## src/rtl/ysyx_22050019_ifu_if.sv

```systemverilog
// Fetch-side bus of the IFU: icache read channel, decode handoff and redirect input.
// The master modport is the IFU; the slave modport is the icache/decode/branch side.
interface ysyx_22050019_ifu_if #(
    parameter int ADDR_WIDTH = 64,
    parameter int DATA_WIDTH = 64
);
    logic                  ar_valid_o;
    logic                  ar_ready_i;
    logic [ADDR_WIDTH-1:0] ar_addr_o;
    logic                  r_valid_i;
    logic                  r_ready_o;
    logic [1:0]            r_resp_i;
    logic [DATA_WIDTH-1:0] r_data_i;
    logic                  inst_valid_o;
    logic                  inst_ready_i;
    logic [31:0]           inst_o;
    logic [ADDR_WIDTH-1:0] pc_o;
    logic                  inst_err_o;
    logic                  redirect_valid_i;
    logic [ADDR_WIDTH-1:0] redirect_pc_i;

    modport master (
        output ar_valid_o, ar_addr_o, r_ready_o,
        output inst_valid_o, inst_o, pc_o, inst_err_o,
        input  ar_ready_i, r_valid_i, r_resp_i, r_data_i,
        input  inst_ready_i, redirect_valid_i, redirect_pc_i
    );

    modport slave (
        input  ar_valid_o, ar_addr_o, r_ready_o,
        input  inst_valid_o, inst_o, pc_o, inst_err_o,
        output ar_ready_i, r_valid_i, r_resp_i, r_data_i,
        output inst_ready_i, redirect_valid_i, redirect_pc_i
    );
endinterface

```

## src/rtl/ysyx_22050019_ifu.sv

```systemverilog
// Instruction fetch unit: one outstanding icache read, 32-bit word select, decode handoff,
// and PC redirect with drop of the in-flight response.
module ysyx_22050019_ifu #(
    parameter int                    ADDR_WIDTH = 64,
    parameter int                    DATA_WIDTH = 64,
    parameter logic [ADDR_WIDTH-1:0] RESET_PC   = 64'h0000_0000_8000_0000
) (
    input  logic                       clk,
    input  logic                       rst,
    ysyx_22050019_ifu_if.master        bus
);
    typedef enum logic [1:0] {S_IDLE, S_REQ, S_WAIT, S_OUT} state_t;

    state_t                state, state_nx;
    logic [ADDR_WIDTH-1:0] pc, pc_nx;
    logic [ADDR_WIDTH-1:0] req_addr;
    logic                  kill, kill_nx;
    logic                  load_inst;
    logic [31:0]           inst_q;
    logic [ADDR_WIDTH-1:0] pc_q;
    logic                  err_q;
    logic [ADDR_WIDTH-1:0] redirect_target;

    assign redirect_target = bus.redirect_pc_i & ~ADDR_WIDTH'(3);

    always_ff @(posedge clk or posedge rst) begin
        if (rst) state <= S_IDLE;
        else     state <= state_nx;
    end

    always_comb begin
        state_nx  = state;
        pc_nx     = pc;
        kill_nx   = kill;
        load_inst = 1'b0;
        case (state)
            S_IDLE: state_nx = S_REQ;
            S_REQ: begin
                if (bus.redirect_valid_i) kill_nx = 1'b1;
                if (bus.ar_ready_i)       state_nx = S_WAIT;
            end
            S_WAIT: begin
                if (bus.r_valid_i) begin
                    // a redirect landing on the response cycle drops it just like a pending kill
                    if (kill || bus.redirect_valid_i) begin
                        kill_nx  = 1'b0;
                        state_nx = S_REQ;
                    end else begin
                        load_inst = 1'b1;
                        state_nx  = S_OUT;
                    end
                end else if (bus.redirect_valid_i) begin
                    kill_nx = 1'b1;
                end
            end
            S_OUT: begin
                if (bus.inst_ready_i) begin
                    pc_nx    = pc + ADDR_WIDTH'(4);
                    state_nx = S_REQ;
                end
                if (bus.redirect_valid_i) state_nx = S_REQ;
            end
            default: state_nx = S_IDLE;
        endcase
        if (bus.redirect_valid_i) pc_nx = redirect_target;
    end

    // request address is captured on entry to S_REQ so a redirect cannot disturb a pending request
    always_ff @(posedge clk or posedge rst) begin
        if (rst) begin
            pc       <= RESET_PC;
            kill     <= 1'b0;
            req_addr <= RESET_PC & ~ADDR_WIDTH'(7);
            inst_q   <= '0;
            pc_q     <= '0;
            err_q    <= 1'b0;
        end else begin
            pc   <= pc_nx;
            kill <= kill_nx;
            if (state_nx == S_REQ && state != S_REQ) req_addr <= pc_nx & ~ADDR_WIDTH'(7);
            if (load_inst) begin
                inst_q <= pc[2] ? bus.r_data_i[63:32] : bus.r_data_i[31:0];
                pc_q   <= pc;
                err_q  <= (bus.r_resp_i != 2'b00);
            end
        end
    end

    assign bus.ar_valid_o   = (state == S_REQ);
    assign bus.r_ready_o    = (state == S_WAIT);
    assign bus.inst_valid_o = (state == S_OUT);
    assign bus.ar_addr_o    = req_addr;
    assign bus.inst_o       = inst_q;
    assign bus.pc_o         = pc_q;
    assign bus.inst_err_o   = err_q;
endmodule

```

## src/flat_wrapper.sv

```systemverilog
// flat-port wrapper written by rule: the top's interface ports become plain ports
module ysyx_22050019_ifu_flat 
#(
    parameter int                    ADDR_WIDTH = 64,
    parameter int                    DATA_WIDTH = 64,
    parameter logic [ADDR_WIDTH-1:0] RESET_PC   = 64'h0000_0000_8000_0000
)
  (clk, rst, bus_ar_valid_o, bus_ar_addr_o, bus_r_ready_o, bus_inst_valid_o, bus_inst_o, bus_pc_o, bus_inst_err_o, bus_ar_ready_i, bus_r_valid_i, bus_r_resp_i, bus_r_data_i, bus_inst_ready_i, bus_redirect_valid_i, bus_redirect_pc_i);
  ysyx_22050019_ifu_if #(.ADDR_WIDTH(ADDR_WIDTH), .DATA_WIDTH(DATA_WIDTH)) bus_i ();
  input  logic clk;
  input  logic rst;
  output wire logic [$bits(bus_i.ar_valid_o)-1:0] bus_ar_valid_o;
  output wire logic [$bits(bus_i.ar_addr_o)-1:0] bus_ar_addr_o;
  output wire logic [$bits(bus_i.r_ready_o)-1:0] bus_r_ready_o;
  output wire logic [$bits(bus_i.inst_valid_o)-1:0] bus_inst_valid_o;
  output wire logic [$bits(bus_i.inst_o)-1:0] bus_inst_o;
  output wire logic [$bits(bus_i.pc_o)-1:0] bus_pc_o;
  output wire logic [$bits(bus_i.inst_err_o)-1:0] bus_inst_err_o;
  input wire logic [$bits(bus_i.ar_ready_i)-1:0] bus_ar_ready_i;
  input wire logic [$bits(bus_i.r_valid_i)-1:0] bus_r_valid_i;
  input wire logic [$bits(bus_i.r_resp_i)-1:0] bus_r_resp_i;
  input wire logic [$bits(bus_i.r_data_i)-1:0] bus_r_data_i;
  input wire logic [$bits(bus_i.inst_ready_i)-1:0] bus_inst_ready_i;
  input wire logic [$bits(bus_i.redirect_valid_i)-1:0] bus_redirect_valid_i;
  input wire logic [$bits(bus_i.redirect_pc_i)-1:0] bus_redirect_pc_i;
  assign bus_ar_valid_o = bus_i.ar_valid_o;
  assign bus_ar_addr_o = bus_i.ar_addr_o;
  assign bus_r_ready_o = bus_i.r_ready_o;
  assign bus_inst_valid_o = bus_i.inst_valid_o;
  assign bus_inst_o = bus_i.inst_o;
  assign bus_pc_o = bus_i.pc_o;
  assign bus_inst_err_o = bus_i.inst_err_o;
  assign bus_i.ar_ready_i = bus_ar_ready_i;
  assign bus_i.r_valid_i = bus_r_valid_i;
  assign bus_i.r_resp_i = bus_r_resp_i;
  assign bus_i.r_data_i = bus_r_data_i;
  assign bus_i.inst_ready_i = bus_inst_ready_i;
  assign bus_i.redirect_valid_i = bus_redirect_valid_i;
  assign bus_i.redirect_pc_i = bus_redirect_pc_i;
  ysyx_22050019_ifu #(.ADDR_WIDTH(ADDR_WIDTH), .DATA_WIDTH(DATA_WIDTH), .RESET_PC(RESET_PC)) u_core (.clk(clk), .rst(rst), .bus(bus_i));
endmodule
```

## config.mk

```make
export PLATFORM = sky130hd
export DESIGN_NAME = ysyx_22050019_ifu_flat
export DESIGN_NICKNAME = d
export VERILOG_FILES = /design/src/rtl/ysyx_22050019_ifu_if.sv /design/src/rtl/ysyx_22050019_ifu.sv /design/src/flat_wrapper.sv
export SDC_FILE = /design/constraint.sdc
export NUM_CORES = 1
export LEC_CHECK = 0
export ABC_AREA = 1
export ABC_CLOCK_PERIOD_IN_PS = 11300
export BUFFER_PORTS_ARGS = -buffer_cell sky130_fd_sc_hd__buf_4
export CORE_ASPECT_RATIO = 1.4
export CORE_MARGIN = 3
export CORE_UTILIZATION = 40
export CTS_CLUSTER_DIAMETER = 150
export DETAILED_ROUTE_END_ITERATION = 6
export PLACE_DENSITY_LB_ADDON = 0.05
export SYNTH_ARGS = -nofsm -noshare
export SYNTH_HDL_FRONTEND = slang
export SYNTH_SLANG_ARGS = --single-unit
```

## constraint.sdc

```tcl
create_clock -name clk -period 11.3 [get_ports clk]
set_clock_uncertainty 0.1 [all_clocks]
set_input_delay 1.13 -clock clk [delete_from_list [all_inputs] [get_ports clk]]
set_output_delay 1.13 -clock clk [all_outputs]
set_load 0.01 [all_outputs]
```

[After elaboration in Yosys (flattened, before gate mapping)]
Index checks and enable logic that the tools add are counted.
Operators by class
  $add $sub $neg: 1
  $mul: 0
  div/mod/pow operators: 0
  magnitude comparators: 0
  equality and inequality tests: 6
  shift-type cells: 0
  mux-type cells: 17
  bitwise operators: 0
  reductions and logical operators: 9
Operator list (count)
  $mux W64: 3
  $add A64 B3 Y64 const B: 1
  $mux W32: 1
  $mux W2: 5
  $pmux W2 S4: 1
  $reduce_bool A2 Y1: 4
  $mux W1: 6
  $eq A2 B1 Y1 const B: 2
  $eq A2 B2 Y1 const B: 2
  $reduce_and A2 Y1: 2
  $ne A3 B2 Y1 const B: 1
  $logic_not A2 Y1: 1
  $ne A2 B1 Y1 const B: 1
  $pmux W1 S2: 1
  $logic_and A1 B1 Y1: 1
  $logic_or A1 B1 Y1: 1
Word-level totals
  flip-flop bits (word level): 225
  bits in latches: 0
  RAM bits: 0
  ROM bits: 0
  bits of input ports: 136
  output and inout bits: 164
  logic and storage cells: 41
  memories: 0

[Depth between registers and ports, before layout]
  depth in word-level cells: 6
  gate-level depth with buffers: 13
  mapped depth without buffers: 13

[Least setup slack after synthesis]
No wires, ideal clock.
  path kind: input -> register
  start point: in bus_inst_ready_i
  end point: reg u_core.req_addr[36] (netlist: u_core.bus.ar_addr_o[36])
  setup time: 0.118 ns
  arrival time: 2.258 ns
  data required time: 11.082 ns
  slack: 8.824 ns
  cell stages on the path: 11
  path buffers: 2
  cells stage by stage: buf_2 nand3_2 buf_6 nor2_4 nand3_2 nor2_4 nand2_1 xor2_1 nand2_1 nand3_1 nand2_1
On the way
  longest elaborated chain between the ends: 5
  elaborated cells between the ends (all ways): 8
  classes of those cells: eq/ne (1); mux (6); reduce/logical (1)
RTL lines
  from (decl): line flat_wrapper.sv:23  | input wire logic [$bits(bus_i.inst_ready_i)-1:0] bus_inst_ready_i;
  $mux W2: line ysyx_22050019_ifu.sv:57  | if (bus.inst_ready_i) begin
  $mux W2: line ysyx_22050019_ifu.sv:61  | if (bus.redirect_valid_i) state_nx = S_REQ;
  $pmux W2 S4: line ysyx_22050019_ifu.sv:36  | case (state)
  $eq A2 B1 Y1: line ysyx_22050019_ifu.sv:80  | if (state_nx == S_REQ && state != S_REQ) req_addr <= pc_nx & ~ADDR_WIDTH'(7);
  $logic_and A1 B1 Y1: line ysyx_22050019_ifu.sv:80
  to (signal assigned): line ysyx_22050019_ifu.sv:73  | req_addr <= RESET_PC & ~ADDR_WIDTH'(7);
  to (signal assigned): line ysyx_22050019_ifu.sv:80
  to (decl): line ysyx_22050019_ifu.sv:16  | logic [ADDR_WIDTH-1:0] req_addr;
Several ways; a longest one is shown, not always the timed one. The select of a mux whose other input is x is not followed.
A chain may end at the register's enable or synchronous reset.

[Worst setup path after layout]
  start point: in bus_redirect_valid_i
  end point: reg u_core.inst_q[14] (netlist: u_core.bus.inst_o[14])
On the way
  longest elaborated chain between the ends: 4
RTL lines
  from (decl): line flat_wrapper.sv:24  | input wire logic [$bits(bus_i.redirect_valid_i)-1:0] bus_redirect_valid_i;
  $logic_or A1 B1 Y1: line ysyx_22050019_ifu.sv:45  | if (kill || bus.redirect_valid_i) begin
  $mux W1: line ysyx_22050019_ifu.sv:45
  $mux W1: line ysyx_22050019_ifu.sv:43  | if (bus.r_valid_i) begin
  $mux W1: line ysyx_22050019_ifu.sv:36
  to (signal assigned): line ysyx_22050019_ifu.sv:82  | inst_q <= pc[2] ? bus.r_data_i[63:32] : bus.r_data_i[31:0];
  to (decl): line ysyx_22050019_ifu.sv:19  | logic [31:0] inst_q;
No other way between the ends.

==> flow_summary.ini <==
[clock_tree]
cts.clk_slew.worst_paths_ns = 0.06
cts_root_buf = clkbuf_16
cts_resized = 0
cts_max_path_buffers = 3
htreeDepth = 1
postCtsHoldBufs = 0
numCtsBuffers = 23
cts_tree = done
post_cts_buffers = 0
clock_sink_count = 221
clk-insertion-delay-late_ns = 0.52

[logic_synthesis]
synth-seq-cells = 221
synth_warnings = 0
yosysTopAreaCell = dfrtp_1
syn_avg_cell_area_sq_um = 7.54
synthCells = 1455
netlist_area_sq_mm = 0.0110
synth_cell_type_count = 34
ys_seq_area_share_pct = 50.4
synth_top_area_share_pct = 50.0
synth_area_leaders = dfrtp_1 (50%), nand2_1 (20%), nor2_1 (5.5%)

[routing]
drc_errors = 0
wl_per_cell_um = 18.4
drt_pre_antenna_iters = 5
ant_nets = 0
drt-total-wl_um = 38500
vias_per_cell = 4.97
via_count = 10400
first_iter_violations = 590

[sta]
slew_headroom_pct = 31.2
slew_violations = 0
finalCriticalPeriod_ns = 3.17
tns_ns = 0
fmax_mhz = 315
hold_viol = 0
rsz0062_at_grt = false
post-route-period-util_pct = 28.1
worstMarginPinSlew_ns = 1.03
finalSetupViolCount = 0

[cells_and_area]
utilization_pct = 52.5
n_antenna_cell = 0
syn_to_final_growth_pct = 28.8
nets = 1857
layout-drive-gt1-share_pct = 22.9

[floorplanning]
start_util_pct = 40.8
fp.dieW_um = 146
rows = 71
io_pins = 300
die_area_sq_mm = 0.0295
design.core.area_sq_mm = 0.0269
die_y_um = 202

[global_route]
overflow = 0
grt_pass1_wl_um = 59800
antenna_found_initial = 0
grt_max_degree = 107
grt_pass1_vias = 10400
grt_use_total_pct = 25.7

[worst_hold_path]
worstHoldPathType = reg -> reg
min_delay_path_depth = 2

[critical_path]
reg2reg_depth = 8
cp-start-kind = input pin
path_class = in -> reg
crit_path_max_fanout = 65
cp.arrival_ns = 3.50
cp.required_ns = 11.62
cp-end-kind = flip-flop

[power]
p_leak_nw = 7.14
ir_worst_vdd_mv = 0.198
powerDensity_mw_per_mm2 = 225

[outcome]
status = finished, final reports clean

[placed_design]
place_congestion = 0.918
portBuffers = 292
hpwlAfterDp_um = 28700

[job]
maxCapViolCount = 0
-- worst max-delay path: stages --
cell and delay [ns]:
buf_4 0.29, nor2_1 0.19, inv_2 0.05, nor2_1 0.23
nand2_4 0.30, inv_2 0.38, buf_4 0.59, nor2_1 0.09
a31oi_1 0.17
-- through the flow --
stage | setup WS, ns | cell area (sq um) | instances | power (mW) | hold WS (ns)
finish | 8.13 | 14100 | 2098 | 3.18 | 0.372
floorplan | 4.02 | 11000 | 1459 | 1.84 | 0.350
global placement | 7.63 | 13400 | 2060 | 2.45 | 0.358
CTS | 8.13 | 14100 | 2098 | 3.23 | 0.374
detailed placement | 7.60 | 13400 | 2060 | 2.47 | 0.361
global route | 7.89 | 14100 | 2098 | 3.40 | 0.397
-- final timing paths --
path	end	start	slack, ns
worst min-delay path	u_core.bus.ar_addr_o[31]	u_core.bus.ar_addr_o[31]	0.37
max in group asynchronous	u_core.bus.ar_addr_o[10]	rst	8.43
worst max-delay path	u_core.bus.inst_o[14]	bus_redirect_valid_i	8.13
min in group asynchronous	u_core.bus.ar_addr_o[7]	rst	0.62
worst min register to register	u_core.bus.ar_addr_o[31]	u_core.bus.ar_addr_o[31]	0.37
worst max register to register	u_core.bus.inst_o[14]	u_core.state[0]	8.62
-- state kept, by name, indices dropped and copies added (netlist names) --
name and count:
u_core.bus.inst_o 32, u_core.bus.inst_err_o 1, u_core.pc 62, u_core.kill 1, u_core.bus.ar_addr_o 61, u_core.state 2, u_core.bus.pc_o 62
-- power breakdown --
part,leakage (nW),switching [mW],internal (mW)
combinational,4.06,0.668,0.523
sequential,2.73,0.172,1.07
clock,0.360,0.316,0.433
total,7.14,1.16,2.02
-- placed cells by master (no fill, tap or decap), types with 2 or more instances in the layout --
cell type	n
xor2_1	13
dfrtp_1	219
a21oi_1	10
a31oi_1	36
conb_1	5
clkbuf_8	6
clkbuf_1	3
clkbuf_16	23
inv_2	8
nand2_1	574
nor3_1	5
o21ai_1	65
nand4_1	25
or2_2	27
inv_1	79
dfstp_2	2
nor2_2	15
nand3b_1	3
buf_4	300
nand3_2	2
nand3_1	91
clkinv_2	3
and2_1	6
nor2_1	162
o21ai_0	14
a21boi_0	2
nor2_4	4
a21boi_1	20
-- layout make-up --
| type | instances | area (sq um) |
|---|---|---|
| clock buffers | 32 | 669 |
| repair buffers | 300 | 2250 |
| clock inverters | 6 | 61.3 |
| well taps | 365 | 457 |
| flip-flops and latches | 221 | 5530 |
| multi-input cells | 1085 | 4810 |
| fillers | 2769 | 12800 |
| inverters | 89 | 342 |
-- synthesized netlist by cell type (all sizes together) --
library cell / instances
a21boi: 22
a21oi: 11
a31oi: 36
and2: 6
buf: 35
clkbuf: 29
clkinv: 1
conb: 1
dfrtp: 219
dfstp: 2
ha: 1
inv: 88
nand2: 575
nand3: 93
nand3b: 3
nand4: 25
nor2: 181
nor3: 5
o21ai: 80
o21bai: 1
or2: 27
xnor2: 1
xor2: 13
-- kinds of logic (layout without fill, tap and decap cells) --
| logic type | Yosys count | in the layout | synth area share [%] |
|---|---|---|---|
| AND/OR/NAND/NOR | 915 | 915 | 34.6 |
| buffers and inverters | 153 | 427 | 5.89 |
| other | 1 | 5 | 0.0342 |
| adder cells (fa/ha/maj) | 1 | 1 | 0.114 |
| XOR/XNOR | 14 | 14 | 1.12 |
| flip-flops | 221 | 221 | 50.4 |
| AO/OA/AOI/OAI | 150 | 150 | 7.85 |
-- layer usage --
metal / vias to the layer above / wire length (um) / track usage, %
li1: 5136 / - / -
met1: 4905 / 15200 / 31.7
met2: 312 / 19500 / 45.5
met3: 71 / 2090 / 3.36
met4: 0 / 1720 / 10.4
met5: - / 0 / 0
Note: power is estimated with default switching activity, not from simulation.
